--- src/rtl/md_ctrl_pkg.sv ---
// Shared FUNCT codes and operation descriptor for the multiply/divide unit.
package md_ctrl_pkg;

  localparam logic [5:0] FN_MTHI  = 6'h11;
  localparam logic [5:0] FN_MTLO  = 6'h13;
  localparam logic [5:0] FN_MULT  = 6'h18;
  localparam logic [5:0] FN_MULTU = 6'h19;
  localparam logic [5:0] FN_DIV   = 6'h1A;
  localparam logic [5:0] FN_DIVU  = 6'h1B;

  // Everything the sign-fix stage needs to remember about the accepted op.
  typedef struct packed {
    logic is_div;
    logic neg_a;
    logic neg_b;
    logic b_zero;
  } op_t;

  function automatic logic is_long(input logic [5:0] f);
    return (f == FN_MULT) || (f == FN_MULTU) || (f == FN_DIV) || (f == FN_DIVU);
  endfunction

  function automatic logic is_signed_op(input logic [5:0] f);
    return (f == FN_MULT) || (f == FN_DIV);
  endfunction

endpackage

--- src/rtl/md_iter.sv ---
// Radix-2 iterative datapath: shift-add multiply / restoring divide on magnitudes.
module md_iter #(
  parameter int DATA_W = 32
) (
  input  logic              clk,
  input  logic              rst,
  input  logic              load,
  input  logic              step,
  input  logic              is_div,
  input  logic [DATA_W-1:0] a_mag,
  input  logic [DATA_W-1:0] b_mag,
  output logic [DATA_W-1:0] hi_raw,
  output logic [DATA_W-1:0] lo_raw
);

  logic [DATA_W:0]   acc, acc_nx, sum, rem_sh;
  logic [DATA_W-1:0] q, q_nx, m;
  logic              div_m;

  always_comb begin
    sum    = acc + {1'b0, m};
    rem_sh = {acc[DATA_W-1:0], q[DATA_W-1]};
    acc_nx = acc;
    q_nx   = q;
    if (div_m) begin
      if (rem_sh >= {1'b0, m}) begin
        acc_nx = rem_sh - {1'b0, m};
        q_nx   = {q[DATA_W-2:0], 1'b1};
      end else begin
        acc_nx = rem_sh;
        q_nx   = {q[DATA_W-2:0], 1'b0};
      end
    end else begin
      // Product accumulates in acc and shifts down into q as multiplier bits retire.
      if (!q[0]) sum = acc;
      acc_nx = {1'b0, sum[DATA_W:1]};
      q_nx   = {sum[0], q[DATA_W-1:1]};
    end
  end

  always_ff @(posedge clk) begin
    if (rst) begin
      acc   <= '0;
      q     <= '0;
      m     <= '0;
      div_m <= 1'b0;
    end else if (load) begin
      acc   <= '0;
      q     <= a_mag;
      m     <= b_mag;
      div_m <= is_div;
    end else if (step) begin
      acc <= acc_nx;
      q   <= q_nx;
    end
  end

  assign hi_raw = acc[DATA_W-1:0];
  assign lo_raw = q;

endmodule

--- src/rtl/md_ctrl.sv ---
// MIPS HI/LO multiply-divide controller: FSM, sign handling and architectural HI/LO.
module md_ctrl
  import md_ctrl_pkg::*;
#(
  parameter int DATA_W = 32,
  parameter int ITER   = 32
) (
  input  logic              clk,
  input  logic              rst,
  input  logic              start,
  input  logic [5:0]        funct,
  input  logic [DATA_W-1:0] operand_a,
  input  logic [DATA_W-1:0] operand_b,
  input  logic              flush,
  output logic              stall_req,
  output logic [DATA_W-1:0] hi,
  output logic [DATA_W-1:0] lo,
  output logic              done
);

  typedef enum logic [1:0] {IDLE, CALC, FIX, DONE} state_t;
  localparam int CW = $clog2(ITER) + 1;

  state_t              state, state_nx;
  logic [CW-1:0]       cnt;
  op_t                 op;
  logic [DATA_W-1:0]   a_raw, res_hi, res_lo, fix_hi, fix_lo;
  logic [DATA_W-1:0]   hi_raw, lo_raw, a_mag, b_mag;
  logic [2*DATA_W-1:0] prod_n;
  logic                long_op, sgn, neg_a, neg_b, accept;

  assign long_op = is_long(funct);
  assign sgn     = is_signed_op(funct);
  assign neg_a   = sgn & operand_a[DATA_W-1];
  assign neg_b   = sgn & operand_b[DATA_W-1];
  assign a_mag   = neg_a ? -operand_a : operand_a;
  assign b_mag   = neg_b ? -operand_b : operand_b;
  assign accept  = (state == IDLE) && start && long_op && !flush && !rst;

  md_iter #(.DATA_W(DATA_W)) u_iter (
    .clk    (clk),
    .rst    (rst),
    .load   (accept),
    .step   (state == CALC),
    .is_div ((funct == FN_DIV) || (funct == FN_DIVU)),
    .a_mag  (a_mag),
    .b_mag  (b_mag),
    .hi_raw (hi_raw),
    .lo_raw (lo_raw)
  );

  always_comb begin
    state_nx = state;
    case (state)
      IDLE: if (accept) state_nx = CALC;
      CALC: if (cnt == CW'(ITER - 1)) state_nx = FIX;
      FIX:  state_nx = DONE;
      DONE: state_nx = IDLE;
      default: state_nx = IDLE;
    endcase
    if (flush) state_nx = IDLE;
  end

  assign stall_req = start && long_op && (state != DONE) && !flush && !rst;
  assign done      = (state == DONE) && !flush && !rst;

  // Zero divisor bypasses sign fix so DIV and DIVU report the raw dividend alike.
  always_comb begin
    fix_hi = hi_raw;
    fix_lo = lo_raw;
    prod_n = -{hi_raw, lo_raw};
    if (op.is_div) begin
      if (op.b_zero) begin
        fix_hi = a_raw;
        fix_lo = '1;
      end else begin
        if (op.neg_a ^ op.neg_b) fix_lo = -lo_raw;
        if (op.neg_a) fix_hi = -hi_raw;
      end
    end else if (op.neg_a ^ op.neg_b) begin
      fix_hi = prod_n[2*DATA_W-1:DATA_W];
      fix_lo = prod_n[DATA_W-1:0];
    end
  end

  always_ff @(posedge clk) begin
    if (rst) begin
      state  <= IDLE;
      cnt    <= '0;
      op     <= '0;
      a_raw  <= '0;
      res_hi <= '0;
      res_lo <= '0;
      hi     <= '0;
      lo     <= '0;
    end else begin
      state <= state_nx;
      if (accept) begin
        op     <= '{is_div: (funct == FN_DIV) || (funct == FN_DIVU),
                    neg_a: neg_a, neg_b: neg_b, b_zero: (operand_b == '0)};
        a_raw  <= operand_a;
        cnt    <= '0;
      end else if (state == CALC) begin
        cnt <= cnt + CW'(1);
      end
      if (state == FIX) begin
        res_hi <= fix_hi;
        res_lo <= fix_lo;
      end
      if (!flush) begin
        if (state == DONE) begin
          hi <= res_hi;
          lo <= res_lo;
        end else if (state == IDLE && start) begin
          if (funct == FN_MTHI) hi <= operand_a;
          if (funct == FN_MTLO) lo <= operand_a;
        end
      end
    end
  end

endmodule
--- config.mk ---
export PLATFORM = sky130hd
export DESIGN_NAME = md_ctrl
export DESIGN_NICKNAME = d
export VERILOG_FILES = /design/src/rtl/md_ctrl_pkg.sv /design/src/rtl/md_iter.sv /design/src/rtl/md_ctrl.sv
export SDC_FILE = /design/constraint.sdc
export NUM_CORES = 1
export LEC_CHECK = 0
export CAP_MARGIN = 5
export CORE_UTILIZATION = 39
export CTS_CLUSTER_SIZE = 30
export DETAILED_ROUTE_END_ITERATION = 7
export PLACE_DENSITY = 0.68
export SLEW_MARGIN = 40
export SYNTH_ARGS = -nofsm -noshare
export SYNTH_HDL_FRONTEND = slang
export SYNTH_HIERARCHICAL = 1
export SYNTH_SLANG_ARGS = --single-unit
--- constraint.sdc ---
create_clock -name clk -period 4.2 [get_ports clk]
set_clock_uncertainty 0.2 [all_clocks]
set_input_delay 0.42 -clock clk [delete_from_list [all_inputs] [get_ports clk]]
set_output_delay 0.42 -clock clk [all_outputs]
set_load 0.005 [all_outputs]
After elaboration in Yosys (flattened, before gate mapping)
Cells that the tools add are included.
W data, S select, Z words.

cells by class
  reductions and logical operators = 28
  add/sub/neg operators = 8
  eq/ne operators = 13
  bitwise gates (word level) = 4
  mux-type cells = 26
  $lt $le $gt $ge = 1

operators with widths
  operator               number
  $mux W32               19
  $neg A32 Y32           4
  $mux W33               3
  $neg A64 Y64           1
  $eq A6 B5 Y1 const B   7
  $add A33 B32 Y33       1
  $ge A33 B32 Y1         1
  $sub A33 B32 Y33       1
  $logic_not A32 Y1      1
  $logic_and A1 B1 Y1    10
  $pmux W2 S4            1
  $reduce_bool A2 Y1     4
  $add A6 B1 Y6 const B  1
  $ne A2 B2 Y1 const B   3
  $reduce_and A3 Y1      2
  $logic_or A1 B1 Y1     5
  $eq A2 B2 Y1 const B   2
  $mux W2                2
  $reduce_or A2 Y1       2
  $and A1 B1 Y1          2
  $eq A2 B1 Y1 const B   1
  $logic_not A1 Y1       2
  $logic_not A2 Y1       1
  $reduce_and A2 Y1      1
  other kinds (3)        3

word-level totals
  word-level logic and storage cells = 94
  output and inout bits = 66
  bits in registers = 269
  input bits = 74

Logic depth before layout (Yosys ltp)
  depth in word-level cells = 9
  mapped depth = 14
  gate-level depth less buffers = 13

Cells and area by module
The synthesis kept the hierarchy.

by module, submodules not included
  module   seq. area each (µm²)  cells an instance  instances  area each (µm²)
  md_ctrl  3443.3                1393               1          10785.3
  md_iter  1961.9                1103               1          8549.4

Worst setup path before layout
No wires, ideal clock.

  path type = register to register
  start point = reg u_iter.q[31] (netlist: u_iter/lo_raw[31])
  end point = reg u_iter.acc[16]
  clock period less this slack = 3.026 ns
  setup slack = 1.174 ns
  path buffers = 0
  cell stages (with the launch flop) = 14
  setup time = 0.117 ns
  data arrival time = 2.709 ns
  required time = 3.883 ns
  cell sequence = dfxtp_1 -> inv_1 -> ha_1 -> inv_1 -> fa_1 -> a21oi_1 -> nand4b_1 -> a21oi_2 -> a311o_1 -> a2111oi_2 -> nor3_1 -> xnor2_1 -> o211ai_1 -> a32o_1

between the ends
  cells in the longest elaborated chain, start to end = 3
  elaborated cells between the ends (all ways) = 4
  classes of those cells = add/sub (1); order compare (1); mux (2)

RTL lines
  element                                             RTL line                      text
  start: declaration                                  md_iter.sv:17                 logic [DATA_W-1:0] q, q_nx, m;
  start signal: assignment                            md_iter.sv:49                 q <= a_mag;
  start signal: assignment                            md_iter.sv:54                 q <= q_nx;
  $sub A33 B32 Y33 or $ge A33 B32 Y1 (tied branches)  md_iter.sv:27, md_iter.sv:26
  $mux W33 *                                          md_iter.sv:26                 if (rem_sh >= {1'b0, m}) begin
  $mux W33 *                                          md_iter.sv:25                 if (div_m) begin
  end signal: assignment                              md_iter.sv:53                 acc <= acc_nx;
  end: declaration                                    md_iter.sv:16                 logic [DATA_W:0] acc, acc_nx, sum, rem_sh;

Mark *: on every way between the ends. The rest lies on a longest branch, timed or not.
A chain may end at the register's enable or synchronous reset.

Worst setup path after layout
  start point = reg u_iter.acc[4]
  end point = reg u_iter.acc[9]

between the ends
  cells in the longest elaborated chain, start to end = 3
  elaborated cells between the ends (all ways) = 6
  classes of those cells = add/sub (2); order compare (1); mux (3)

RTL lines
  element                                   RTL line                      text
  $add A33 B32 Y33 (tied with other cells)  md_iter.sv:21                 sum = acc + {1'b0, m};
  $mux W33 (on tied branches)               md_iter.sv:35, md_iter.sv:26
  $mux W33 *                                md_iter.sv:25

Marks and branches as above.

==> results.md <==
* Final worst path period need at 3860 ps
* Crit Path Category: reg -> reg
* Die ar. at 0.0505 mm²
* Largest family of logic cells by synthesized area: compound AO/OA/AOI/OAI gates
* Syn nets at 2,646
* Row cnt at 81
* CTS tree: built
* Top-area cell type share of the netlist area at 28.0%
* Leading area contributor after synthesis: dfxtp_1
* Routed len/inst at 22.1 µm
* Synth Flop Type: dfxtp_1
* Period utilisation layout at 91.9%
* Post-synth EDFFs at 0
* Post-synthesis xor/xnor area fraction at 7.66%
* Largest net degree at the start of global routing at 110
* Commonest cells after routing, fill and taps aside: nor2_1 (351), dfxtp_1 (268), a21oi_1 (222)
* Final hold vios at 0
* Setup total negative slack at 0 ps
* M2 GR Usage at 42.3%
* Overall Power at 0.00636 W
* Area delta synth->final at 17.1%
* Clock Pin Slew Worst Setup and Hold Paths at 60 ps
* Crit path arrival time at 4080 ps
* Layout fillers at 4,872
* DP HPWL at 54,200 µm
* Core region area at 0.0490 mm²
* Syn Inst Count at 2,496
* Max Slew Vio Count at 0
* PortBufs at 139
* Register area share after synthesis at 28.0%
* Layer with the highest usage: met2
* Post-route cell area at 0.0226 mm²
* Antenna-violating nets left at 0
* RSZ-0062 raised after global routing: false
* H-tree depth at 2
* P_leak at 8.53 nW
* Comb pwr share at 9.4%
* Die width at 225 µm
* Slew @ Worst Pin at 790 ps
* Ranking of synthesized cells by area: dfxtp_1 (28%), nor2_1 (6.9%), a21oi_1 (5.7%)
* Crit end category: register
* Die Ht at 225 µm
* Final setup fails at 0
* Psw at 0.00164 W
* CTS root buf: clkbuf_16
* Synth unique cells at 93
* #FFs+latches synth at 270
* Share of cells above drive strength 1 at 7.74%
* Min-delay worst type: reg -> reg
* Placer Congestion at 0.982
* Met3 Use GR at 5.32%
* Data required, critical path at 4430 ps
* IO Pins at 140
* 1st-iter DRT viols at 2,190
* Post-route DRC at 0
* Grt ovf at 0
* Initial core utilization at 39.5%
* Reg power frac at 40.6%
* Vias in the first global route at 18,017
* Cell internal pwr at 0.00472 W
* TritonCTS buffer count at 34
* WL final at 71,900 µm
* Routed vias at 19,644
* PostCTS Resize Cnt at 0
* Post-CTS Setup Bufs at 0
* Sw Share at 25.7%
* Async set-reset flop share out of synthesis at 0%
* DR vias/cell at 6.05
* Commonest non-fill, non-tap cell in the layout: nor2_1
* P per Cell Area at 281 mW/mm²
* Initial antenna violation count at 2
* Area after DPL at 0.0214 mm²
* Met1 usage at 37.5%
* Status: complete, no violations
* First-pass GRT wire length at 109,000 µm
* Critical path launch point type: register
* Simple-gate area share of the yosys netlist at 20.4%
* Max_slew headroom at 47.3%
* Max clock buf depth at 3
* CTS sink cnt at 270
* Mapped Avg Cell Area at 7.75 µm²
* Critical path peak fanout at 16
* Yosys warnings at 6
* Fin nets at 2,712
* Worst IR Drop VDD at 0.000302 V
* # hold bufs at CTS at 0
* GRT Overall Usage at 27.8%
* Clock Power Share at 50.0%
* Clk Latency, worst-skew pair at 570 ps
* Max-cap violations at 0
* Adder-Cell Fraction of Synth Area at 5.00%
* Compound-Gate Fraction of Synth Area at 27.5%
* Multiplexer area fraction after synthesis at 5.33%
* Synth Cell Area at 0.0193 mm²
* 1st-pass router iterations at 6
* Fmax at 0.259 GHz
==> critical path: stages, from the launching register on <==
cell and delay [ps]:
dfxtp_1 610, ha_1 350, and3_1 280, o21ai_0 100, a31o_1 260, a211oi_2 360
o211a_1 240, or2_1 640, mux2_1 380, a211oi_1 220, nor3_1 70
==> synthesized netlist by cell type (20+ instances only) <==
cell and instances:
a21o_1 31, o211ai_1 23, xor2_1 73, nor2b_1 41, nor3_1 64, a22o_1 34
and3_1 22, nand3_1 39, a31oi_1 33, clkbuf_1 135, nor4_1 36, dfxtp_1 270
nor2_1 353, o21ai_0 78, o31ai_1 35, a21oi_1 222, nand4_1 20, ha_1 74
mux2i_1 94, inv_1 83, nand2_1 139, buf_4 34, a211oi_1 137, xnor2_1 96
==> flip-flops by register name, indices dropped and copies added, names as in the netlist, 4 cells and up <==
signal / cells
u_iter/m: 32
op: 4
hi: 32
u_iter/acc: 33
a_raw: 32
u_iter/lo_raw: 32
res_hi: 32
res_lo: 32
lo: 32
cnt: 6
==> path summary, 6_finish.rpt <==
path | startpoint | endpoint | slack [ps] | cells after the start
hold / removal | a_raw[7] | a_raw[7] | 280 | 1
hold reg to reg | a_raw[7] | a_raw[7] | 280 | 1
setup / recovery | u_iter/acc[4] | u_iter/acc[9] | 340 | 10
setup reg to reg | u_iter/acc[4] | u_iter/acc[9] | 340 | 10
==> cells by family (layout without fill, tap and decap cells) <==
kind of cell	after synthesis	in the layout
fa+ha+maj	76	76
xor+xnor	169	169
mux	102	102
buf+inv	279	367
flops	270	270
simple gates	823	823
other cells	0	1
compound gates	777	777
==> through the flow <==
stage	worst slack, ps	hold slack (ps)	instances	util [%]
floorplan	1170	234	2496	-
global placement	492	252	3190	43.8
detailed placement	468	253	3190	43.8
CTS	423	202	3248	46.2
global route	167	298	3249	46.2
finish	342	277	3249	46.2
==> metal layers <==
layer	part of all wire [%]	wire length (µm)
met1	43	30900
met2	43	30800
met3	9.1	6520
met4	5.0	3630
met5	0.017	12
==> area by class of cell <==
class	count	area [µm²]	area share, %
sequential	270	5410	23.9
clock inverter	15	253	1.12
multi-input combinational	1947	12800	56.6
inverter	85	319	1.41
tap	664	831	3.67
antenna	1	2.50	0.0111
clock buffer	43	945	4.17
timing repair buffer	224	2060	9.09
==> power groups by stage <==
stage,sequential (W),clock [W],combinational (W)
after CTS,0.00258,0.00321,0.000586
after floorplan,0.00264,0,0.000317
final,0.00258,0.00318,0.000599
after global routing,0.00258,0.00331,0.000632
after detailed placement,0.00264,0,0.000583
after global placement,0.00264,0,0.000580
Power figures use the tool's default switching activity.
